### src/rtl/syn_gpu_pkg.sv
// rtl/syn_gpu_pkg.sv - GPU pixel types and BT.709 YCbCr->RGB coefficient constants
package syn_gpu_pkg;

  localparam int P_LUM_W   = 4;
  localparam int P_CHRM_W  = 2;
  localparam int P_RGB_RES = 4;
  localparam int P_RGB_MAX = (1 << P_RGB_RES) - 1;

  typedef struct packed {
    logic [P_LUM_W-1:0]  y;
    logic [P_CHRM_W-1:0] cb;
    logic [P_CHRM_W-1:0] cr;
  } pxl_ycbcr_t;

  typedef struct packed {
    logic [P_RGB_RES-1:0] red;
    logic [P_RGB_RES-1:0] green;
    logic [P_RGB_RES-1:0] blue;
  } pxl_rgb_t;

  // BT.709 coefficients in the 8-bit video domain
  localparam real C_Y    = 1.164;
  localparam real C_R_CR = 1.793;
  localparam real C_G_CB = 0.213;
  localparam real C_G_CR = 0.533;
  localparam real C_B_CB = 2.112;

  // Narrow codes expand to 8-bit video range: luma step 219/15, chroma step 224/3;
  // the 8-bit result folds back to 4 bits by a divide of 16.
  localparam real S_LUM      = 14.6;
  localparam real S_CHRM     = 74.66667;
  localparam real S_OUT      = 16.0;
  localparam real C_CHRM_OFS = 112.0;

endpackage

### src/rtl/syn_ycbcr2rgb_chan_clamp.sv
// rtl/syn_ycbcr2rgb_chan_clamp.sv - one colour channel: clamp stage (S2) and round stage (S3)
module syn_ycbcr2rgb_chan_clamp
  import syn_gpu_pkg::*;
#(
  parameter int P_FRAC_W = 8,
  parameter int P_ACC_W  = 15
) (
  input  logic                      clk_ir,
  input  logic                      rst_il,
  input  logic                      en_i,
  input  logic signed [P_ACC_W-1:0] sum_i,
  output logic                      sat_o,
  output logic [P_RGB_RES-1:0]      chan_o
);

  localparam logic signed [P_ACC_W-1:0] C_MAX  = P_ACC_W'(P_RGB_MAX << P_FRAC_W);
  localparam logic        [P_ACC_W-1:0] C_HALF = P_ACC_W'(1 << (P_FRAC_W - 1));

  logic        [P_ACC_W-1:0]   clamped_d, clamped_q;
  logic        [P_RGB_RES-1:0] chan_d, chan_q;
  logic                        lo, hi;
  logic        [P_ACC_W-1:0]   rnd;

  always_comb begin
    lo        = sum_i < 0;
    hi        = sum_i > C_MAX;
    sat_o     = lo | hi;
    rnd       = clamped_q + C_HALF;
    clamped_d = clamped_q;
    chan_d    = chan_q;
    if (en_i) begin
      clamped_d = lo ? '0 : (hi ? C_MAX : sum_i);
      chan_d    = P_RGB_RES'(rnd >> P_FRAC_W);
    end
  end

  always_ff @(posedge clk_ir or negedge rst_il) begin
    if (!rst_il) begin
      clamped_q <= '0;
      chan_q    <= '0;
    end else begin
      clamped_q <= clamped_d;
      chan_q    <= chan_d;
    end
  end

  assign chan_o = chan_q;

endmodule

### src/rtl/syn_ycbcr2rgb_conv.sv
// rtl/syn_ycbcr2rgb_conv.sv - 3-stage BT.709 YCbCr->RGB converter, valid/ready both sides
// Optional saturation statistics: SYN_YCBCR2RGB_STATS_EN
module syn_ycbcr2rgb_conv
  import syn_gpu_pkg::*;
#(
  parameter int P_FRAC_W = 8,
  parameter int P_ACC_W  = 15
) (
  input  logic       clk_ir,
  input  logic       rst_il,
  input  logic       ycbcr_valid_i,
  output logic       ycbcr_ready_o,
  input  pxl_ycbcr_t ycbcr_pxl_i,
  input  logic       ycbcr_eof_i,
  output logic       rgb_valid_o,
  input  logic       rgb_ready_i,
  output pxl_rgb_t   rgb_pxl_o,
  output logic       rgb_eof_o
`ifdef SYN_YCBCR2RGB_STATS_EN
  ,
  input  logic        sat_cnt_clr_i,
  output logic [15:0] sat_cnt_o
`endif
);

  localparam real C_ONE = real'(1 << P_FRAC_W);

  localparam int KY_I   = int'(C_Y * S_LUM / S_OUT * C_ONE);
  localparam int KRCR_I = int'(C_R_CR * S_CHRM / S_OUT * C_ONE);
  localparam int KGCB_I = int'(C_G_CB * S_CHRM / S_OUT * C_ONE);
  localparam int KGCR_I = int'(C_G_CR * S_CHRM / S_OUT * C_ONE);
  localparam int KBCB_I = int'(C_B_CB * S_CHRM / S_OUT * C_ONE);
  localparam int OR_I   = int'(-C_R_CR * C_CHRM_OFS / S_OUT * C_ONE);
  localparam int OG_I   = int'((C_G_CB + C_G_CR) * C_CHRM_OFS / S_OUT * C_ONE);
  localparam int OB_I   = int'(-C_B_CB * C_CHRM_OFS / S_OUT * C_ONE);

  localparam logic signed [P_ACC_W-1:0] KY   = P_ACC_W'(KY_I);
  localparam logic signed [P_ACC_W-1:0] KRCR = P_ACC_W'(KRCR_I);
  localparam logic signed [P_ACC_W-1:0] KGCB = P_ACC_W'(KGCB_I);
  localparam logic signed [P_ACC_W-1:0] KGCR = P_ACC_W'(KGCR_I);
  localparam logic signed [P_ACC_W-1:0] KBCB = P_ACC_W'(KBCB_I);
  localparam logic signed [P_ACC_W-1:0] K_OR = P_ACC_W'(OR_I);
  localparam logic signed [P_ACC_W-1:0] K_OG = P_ACC_W'(OG_I);
  localparam logic signed [P_ACC_W-1:0] K_OB = P_ACC_W'(OB_I);

  logic en;

  logic signed [P_ACC_W-1:0] y_s, cb_s, cr_s;
  logic signed [P_ACC_W-1:0] py_d, pcr_r_d, pcb_g_d, pcr_g_d, pcb_b_d;
  logic signed [P_ACC_W-1:0] py_q, pcr_r_q, pcb_g_q, pcr_g_q, pcb_b_q;
  logic                      v1_d, v1_q, v2_d, v2_q, v3_d, v3_q;
  logic                      eof1_d, eof1_q, eof2_d, eof2_q, eof3_d, eof3_q;
  logic signed [P_ACC_W-1:0] r_sum, g_sum, b_sum;
  logic                      r_sat, g_sat, b_sat;
  logic [P_RGB_RES-1:0]      r_chan, g_chan, b_chan;

  // A full output register that is not being drained stalls every stage at once.
  assign en            = ~v3_q | rgb_ready_i;
  assign ycbcr_ready_o = en;

  assign y_s  = signed'(P_ACC_W'(ycbcr_pxl_i.y));
  assign cb_s = signed'(P_ACC_W'(ycbcr_pxl_i.cb));
  assign cr_s = signed'(P_ACC_W'(ycbcr_pxl_i.cr));

  always_comb begin
    py_d    = py_q;
    pcr_r_d = pcr_r_q;
    pcb_g_d = pcb_g_q;
    pcr_g_d = pcr_g_q;
    pcb_b_d = pcb_b_q;
    v1_d    = v1_q;
    v2_d    = v2_q;
    v3_d    = v3_q;
    eof1_d  = eof1_q;
    eof2_d  = eof2_q;
    eof3_d  = eof3_q;
    if (en) begin
      py_d    = y_s * KY;
      pcr_r_d = cr_s * KRCR;
      pcb_g_d = cb_s * KGCB;
      pcr_g_d = cr_s * KGCR;
      pcb_b_d = cb_s * KBCB;
      v1_d    = ycbcr_valid_i;
      v2_d    = v1_q;
      v3_d    = v2_q;
      eof1_d  = ycbcr_eof_i;
      eof2_d  = eof1_q;
      eof3_d  = eof2_q;
    end
  end

  always_ff @(posedge clk_ir or negedge rst_il) begin
    if (!rst_il) begin
      py_q    <= '0;
      pcr_r_q <= '0;
      pcb_g_q <= '0;
      pcr_g_q <= '0;
      pcb_b_q <= '0;
      v1_q    <= 1'b0;
      v2_q    <= 1'b0;
      v3_q    <= 1'b0;
      eof1_q  <= 1'b0;
      eof2_q  <= 1'b0;
      eof3_q  <= 1'b0;
    end else begin
      py_q    <= py_d;
      pcr_r_q <= pcr_r_d;
      pcb_g_q <= pcb_g_d;
      pcr_g_q <= pcr_g_d;
      pcb_b_q <= pcb_b_d;
      v1_q    <= v1_d;
      v2_q    <= v2_d;
      v3_q    <= v3_d;
      eof1_q  <= eof1_d;
      eof2_q  <= eof2_d;
      eof3_q  <= eof3_d;
    end
  end

  assign r_sum = py_q + pcr_r_q + K_OR;
  assign g_sum = py_q - pcb_g_q - pcr_g_q + K_OG;
  assign b_sum = py_q + pcb_b_q + K_OB;

  syn_ycbcr2rgb_chan_clamp #(.P_FRAC_W(P_FRAC_W), .P_ACC_W(P_ACC_W)) u_r (
    .clk_ir(clk_ir), .rst_il(rst_il), .en_i(en), .sum_i(r_sum), .sat_o(r_sat), .chan_o(r_chan)
  );
  syn_ycbcr2rgb_chan_clamp #(.P_FRAC_W(P_FRAC_W), .P_ACC_W(P_ACC_W)) u_g (
    .clk_ir(clk_ir), .rst_il(rst_il), .en_i(en), .sum_i(g_sum), .sat_o(g_sat), .chan_o(g_chan)
  );
  syn_ycbcr2rgb_chan_clamp #(.P_FRAC_W(P_FRAC_W), .P_ACC_W(P_ACC_W)) u_b (
    .clk_ir(clk_ir), .rst_il(rst_il), .en_i(en), .sum_i(b_sum), .sat_o(b_sat), .chan_o(b_chan)
  );

  assign rgb_valid_o = v3_q;
  assign rgb_eof_o   = eof3_q;
  assign rgb_pxl_o   = '{red: r_chan, green: g_chan, blue: b_chan};

`ifdef SYN_YCBCR2RGB_STATS_EN
  logic        s2_d, s2_q, s3_d, s3_q;
  logic [15:0] cnt_d, cnt_q;

  always_comb begin
    s2_d  = s2_q;
    s3_d  = s3_q;
    cnt_d = cnt_q;
    if (en) begin
      s2_d = r_sat | g_sat | b_sat;
      s3_d = s2_q;
    end
    if (sat_cnt_clr_i) begin
      cnt_d = '0;
    end else if (v3_q && rgb_ready_i && s3_q && cnt_q != 16'hFFFF) begin
      cnt_d = cnt_q + 16'd1;
    end
  end

  always_ff @(posedge clk_ir or negedge rst_il) begin
    if (!rst_il) begin
      s2_q  <= 1'b0;
      s3_q  <= 1'b0;
      cnt_q <= '0;
    end else begin
      s2_q  <= s2_d;
      s3_q  <= s3_d;
      cnt_q <= cnt_d;
    end
  end

  assign sat_cnt_o = cnt_q;
`else
  logic unused_sat;
  assign unused_sat = r_sat | g_sat | b_sat;
`endif

endmodule

### config.mk
export PLATFORM = sky130hd
export DESIGN_NAME = syn_ycbcr2rgb_conv
export DESIGN_NICKNAME = d
export VERILOG_FILES = /design/src/rtl/syn_gpu_pkg.sv /design/src/rtl/syn_ycbcr2rgb_chan_clamp.sv /design/src/rtl/syn_ycbcr2rgb_conv.sv
export SDC_FILE = /design/constraint.sdc
export NUM_CORES = 1
export LEC_CHECK = 0
export ABC_CLOCK_PERIOD_IN_PS = 3600
export CORE_ASPECT_RATIO = 1.75
export CORE_UTILIZATION = 45
export DETAILED_ROUTE_END_ITERATION = 8
export PLACE_DENSITY_LB_ADDON = 0.08
export SYNTH_ARGS = -nofsm -noshare
export SYNTH_HDL_FRONTEND = slang
export SYNTH_HIERARCHICAL = 1
export SYNTH_SLANG_ARGS = --single-unit
### constraint.sdc
create_clock -name clk_ir -period 3.6 [get_ports clk_ir]
set_input_delay 0.36 -clock clk_ir [delete_from_list [all_inputs] [get_ports clk_ir]]
set_output_delay 0.36 -clock clk_ir [all_outputs]
set_load 0.1 [all_outputs]
---- Yosys cells after proc, flatten, opt, wreduce, memory -nomap -nowiden ----
Cells that the tools add are included.
operators by class
  add/subtract/negate cells ............... 10
  $mul .................................... 5
  magnitude comparators ................... 6
  muxes and demuxes ....................... 6
  bitwise gates (word level) .............. 2
operators with widths
  cell                    count
  $mux 12                 6
  $gt 15x13->1 const B    3
  $lt 15x1->1 const B     3
  $add 12x8->12 const B   3
  $add 15x13->15 const B  2
  $add 15x15->15          2
  $sub 15x15->15          2
  $add 15x12->15 const B  1
  $mul 2x12->14 const B   1
  $mul 2x11->13 const B   1
  $mul 2x10->12 const B   1
  $mul 2x7->9 const B     1
  $mul 4x5->9 const B     1
  $not 1->1               1
  $or 1x1->1              1
storage, ports and cells
  bits in registers ....................... 123
  output and inout bits ................... 15
  logic and storage cells ................. 46

---- Longest topological paths before layout ----
  word-level depth ........................ 6
  gate-level depth with buffers ........... 14
  mapped depth without buffers ............ 14

---- By module ----
Netlist, hierarchy kept.
modules (own cells, without submodules)
  module                    instances  cells an instance  area each (µm²)  seq. area each (µm²)
  syn_ycbcr2rgb_conv        1          316                2839.0           600.6
  syn_ycbcr2rgb_chan_clamp  3          44                 461.7            225.2

---- Worst setup path before layout ----
OpenSTA, ideal clock, no wires.
  path kind ............................... register to register
  start ................................... reg py_q[11]
  end ..................................... reg u_g.clamped_q[11]
  library setup time ...................... 127 ps
  data arrival time ....................... 3199 ps
  data required time ...................... 3473 ps
  slack ................................... 274 ps
  stages on the path, launching flop included .. 13
  buffers on the path ..................... 0
  cell sequence ........................... dfrtp_1 inv_1 fa_1 inv_1 ha_1 ha_1 or4_1 a41oi_1 o21bai_1 xnor2_1 nor3_1 nor2_1 mux2_2
between the ends
  cells in the longest elaborated chain, start to end .. 6
  elaborated cells on any way between the ends .. 7
  those cells by class .................... 3 x add/sub; 2 x order compare; 2 x mux
ends and longest elaborated chain
  item                           RTL line                        source
  from (decl)                    syn_ycbcr2rgb_conv.sv:50        logic signed [P_ACC_W-1:0] py_q, pcr_r_q, pcb_g_q, pcr_g_q, pcb_b_q;
  from (signal assigned)         syn_ycbcr2rgb_conv.sv:106       py_q <= py_d;
  $sub 15x15->15 * (2 in a row)  syn_ycbcr2rgb_conv.sv:121       assign g_sum = py_q - pcb_g_q - pcr_g_q + K_OG;
  $add 15x12->15 *               syn_ycbcr2rgb_conv.sv:121
  via g_sum[12]                  syn_ycbcr2rgb_conv.sv:53        logic signed [P_ACC_W-1:0] r_sum, g_sum, b_sum;
  $gt 15x13->1                   syn_ycbcr2rgb_chan_clamp.sv:26  hi = sum_i > C_MAX;
  $mux 12                        syn_ycbcr2rgb_chan_clamp.sv:32  clamped_d = lo ? '0 : (hi ? C_MAX : sum_i);
  $mux 12 *                      syn_ycbcr2rgb_chan_clamp.sv:32
  to (signal assigned)           syn_ycbcr2rgb_chan_clamp.sv:42  clamped_q <= clamped_d;
  to (decl)                      syn_ycbcr2rgb_chan_clamp.sv:19  logic [P_ACC_W-1:0] clamped_d, clamped_q;
The timed path passes the listed nets; every way through them passes the cells marked *.
A chain may end at the register's enable or synchronous reset.

---- Worst setup path in the final report ----
  start ................................... reg pcr_g_q[9]
  end ..................................... reg u_g.clamped_q[11]
between the ends
  cells in the longest elaborated chain, start to end .. 5
  elaborated cells on any way between the ends .. 6
  those cells by class .................... 2 x add/sub; 2 x order compare; 2 x mux
ends and longest elaborated chain
  item                    RTL line                        source
  from (decl)             syn_ycbcr2rgb_conv.sv:50
  from (signal assigned)  syn_ycbcr2rgb_conv.sv:109       pcr_g_q <= pcr_g_d;
  $sub 15x15->15 *        syn_ycbcr2rgb_conv.sv:121
  $add 15x12->15 *        syn_ycbcr2rgb_conv.sv:121
  via g_sum[12]           syn_ycbcr2rgb_conv.sv:53
  $gt 15x13->1            syn_ycbcr2rgb_chan_clamp.sv:26
  $mux 12                 syn_ycbcr2rgb_chan_clamp.sv:32
  $mux 12 *               syn_ycbcr2rgb_chan_clamp.sv:32
Marks and branches as above.

==> impl_metrics.toml <==
[setup_path]
crit_family = "adder cells"
max_stage_delay_ps = 550
slowest_stage = "fa_1"
cp-start-kind = "flip-flop"
path_buf_inv = 2
cp.required_ps = 3770
worst_setup_path_end_kind = "flip-flop"
crit_top_cell = "ha_1"
path_cells = "buf_4 > fa_1 > inv_1 > ha_1 > ha_1 > or4_1 > a41oi_1 > o21bai_1 > xnor2_1 > nor3_2 > nor2_1 > mux2_2"
crit_type = "flip-flop to flip-flop"
crit_arrival_ps = 3590
path_max_fanout = 5

[final_layout]
syn_to_final_growth_pct = 15.5
final_nets = 578
fin_area_mm2 = 0.00485
final_cells = 606
drive_gt1_frac = 0.123
diodes = 0

[routing]
firstDrtPassIters = 4
postRouteAntennaNets = 0
drt_wl_total_um = 8890
drcViolationCount = 0
wl_per_cell_um = 14.7
num_vias = 3142
dr.first_iter.drc_count = 61
vias_per_cell = 5.18

[hold_path]
hold_class = "primary input to asynchronous set/reset pin"

[timing]
rsz0062_at_grt = "false"
max_freq_mhz = 293
slew_headroom = 0.354
drv_slew = 0
tns_ps = 0
setup_viol = 0
timing.final.ws_setup_ps = 187
hold_violations = 0
layout_min_cycle_time_ps = 3410
finClkSkew_ps = 5.28
finalCritPeriodShare = 0.948
worst_slew_pin_slew_ps = 966

[global_route]
antenna_found_initial = 0
groute.usage.overall = 0.204
grt_max_degree = 54
grt_pass1_vias = 3348
grt_overflow = 0
grt_pass1_wl_um = 14800

[clock_network]
clk_pin_slew_ps = 60
clock_sinks = 51
cts_tree = "built"
cts_buffer_depth = 2
clk_latency_ps = 290
cts_hold_buffers = 0
htree_levels = 2
clock-root-buffer = "clkbuf_16"
numCtsBuffers = 5

[logic_synthesis]
syn_nets = 537
synth_warnings = 6
syn_area_per_cell_um2 = 9.44
synth_cells = 445
syn_area_mm2 = 0.00420

[die]
fp-row-count = 46
boundaryPins = 28
die_width_um = 75.0
die-area_mm2 = 0.00974
initial_core_util = 0.465
dieHeight_um = 130
core-area_mm2 = 0.00904

[pwr]
p_leak_uw = 0.00227
irDropWorstVdd_uv = 547
powerDensity_mw_per_mm2 = 959
power_uw = 4660

[run]
drv_cap = 0

[placement]
dpl_cell_area_mm2 = 0.00467
post-place-ws_ps = 138
hpwl_um = 7360
port_buffers = 27
gp_congestion = 0.932
place_inst = 595

[outcome]
status = "complete, no violations"
==> where the power goes <==
part           switching (µW)  leakage, µW  internal [µW]  total (µW)
sequential                157     0.000600            786         943
clock                     205    0.0000727            272         477
combinational            1970      0.00160           1270        3240
==> per-layer routing <==
metal,vias up,GRT usage,routed length [µm],part of all wire
met2,46,0.409,5070,0.57
met4,0,0.101,402,0.045
met3,22,0.0263,142,0.016
met1,1482,0.190,3280,0.37
met5,-,0,0,0
li1,1592,-,-,-
==> through the flow <==
stage / utilization / hold WS, ps
detailed placement: 0.517 / 390
finish: 0.537 / 58.1
global placement: 0.517 / 389
floorplan: - / 64.4
global route: 0.537 / 114
CTS: 0.533 / 76.4
==> placed cells by master, fill, tap and decap left out, types with 2 or more instances in the layout <==
| cell | instances |
|---|---|
| and3_1 | 2 |
| clkbuf_16 | 5 |
| and2_1 | 3 |
| o21a_1 | 3 |
| a21oi_2 | 3 |
| ha_1 | 70 |
| a31o_1 | 2 |
| nor2b_1 | 2 |
| nor2_1 | 37 |
| o21ai_0 | 18 |
| nand2b_1 | 3 |
| o211ai_1 | 2 |
| nand3_1 | 10 |
| nor3_1 | 13 |
| dfrtp_1 | 50 |
| or4_1 | 2 |
| buf_4 | 14 |
| a21o_1 | 5 |
| inv_1 | 57 |
| o21bai_1 | 5 |
| a21oi_1 | 31 |
| nand2_1 | 19 |
| nor4_2 | 6 |
| fa_1 | 9 |
| o21ai_1 | 4 |
| xnor2_1 | 21 |
| o32ai_1 | 3 |
| nand4_1 | 5 |
| xor2_1 | 16 |
| clkdlybuf4s50_1 | 25 |
| mux2_2 | 23 |
==> state kept, by name (all words and copies together) (netlist names), 3 cells and up <==
register / count
u_r/clamped_q: 5
u_g/clamped_q: 5
u_r/chan_o: 4
u_b/chan_o: 4
u_g/chan_o: 4
py_q: 4
u_b/clamped_q: 5
pcr_g_q: 4
pcr_r_q: 3
pcb_b_q: 7
==> final timing paths <==
path                                 start                end  slack, ps  cells past startpoint
min in group clk_ir                   v2_q        rgb_valid_o        480                      1
worst min-delay path                rst_il      u_g/chan_o[2]         60                      1
worst max register to register  pcr_g_q[9]  u_g/clamped_q[11]        190                     12
max in group asynchronous           rst_il         pcb_b_q[4]       2720                      2
worst max-delay path            pcr_g_q[9]  u_g/clamped_q[11]        190                     12
worst min register to register        v2_q        rgb_valid_o        480                      1
==> final cells by class <==
| cell class | count | area, µm² |
|---|---|---|
| repair buffers | 41 | 380 |
| clock inverters | 1 | 5.00 |
| inverters | 59 | 221 |
| flip-flops and latches | 51 | 1280 |
| fillers | 893 | 4180 |
| well taps | 120 | 150 |
| multi-input cells | 328 | 2680 |
| clock buffers | 6 | 139 |
==> timing repair <==
| item | in CTS | in global routing |
|---|---|---|
| hold endpoints to repair | 0 | 0 |
| endpoints found under the setup margin | 0 | 5 |
| resized for setup | 0 | 3 |
| setup buffers | 0 | 4 |
Power figures use the tool's default switching activity.
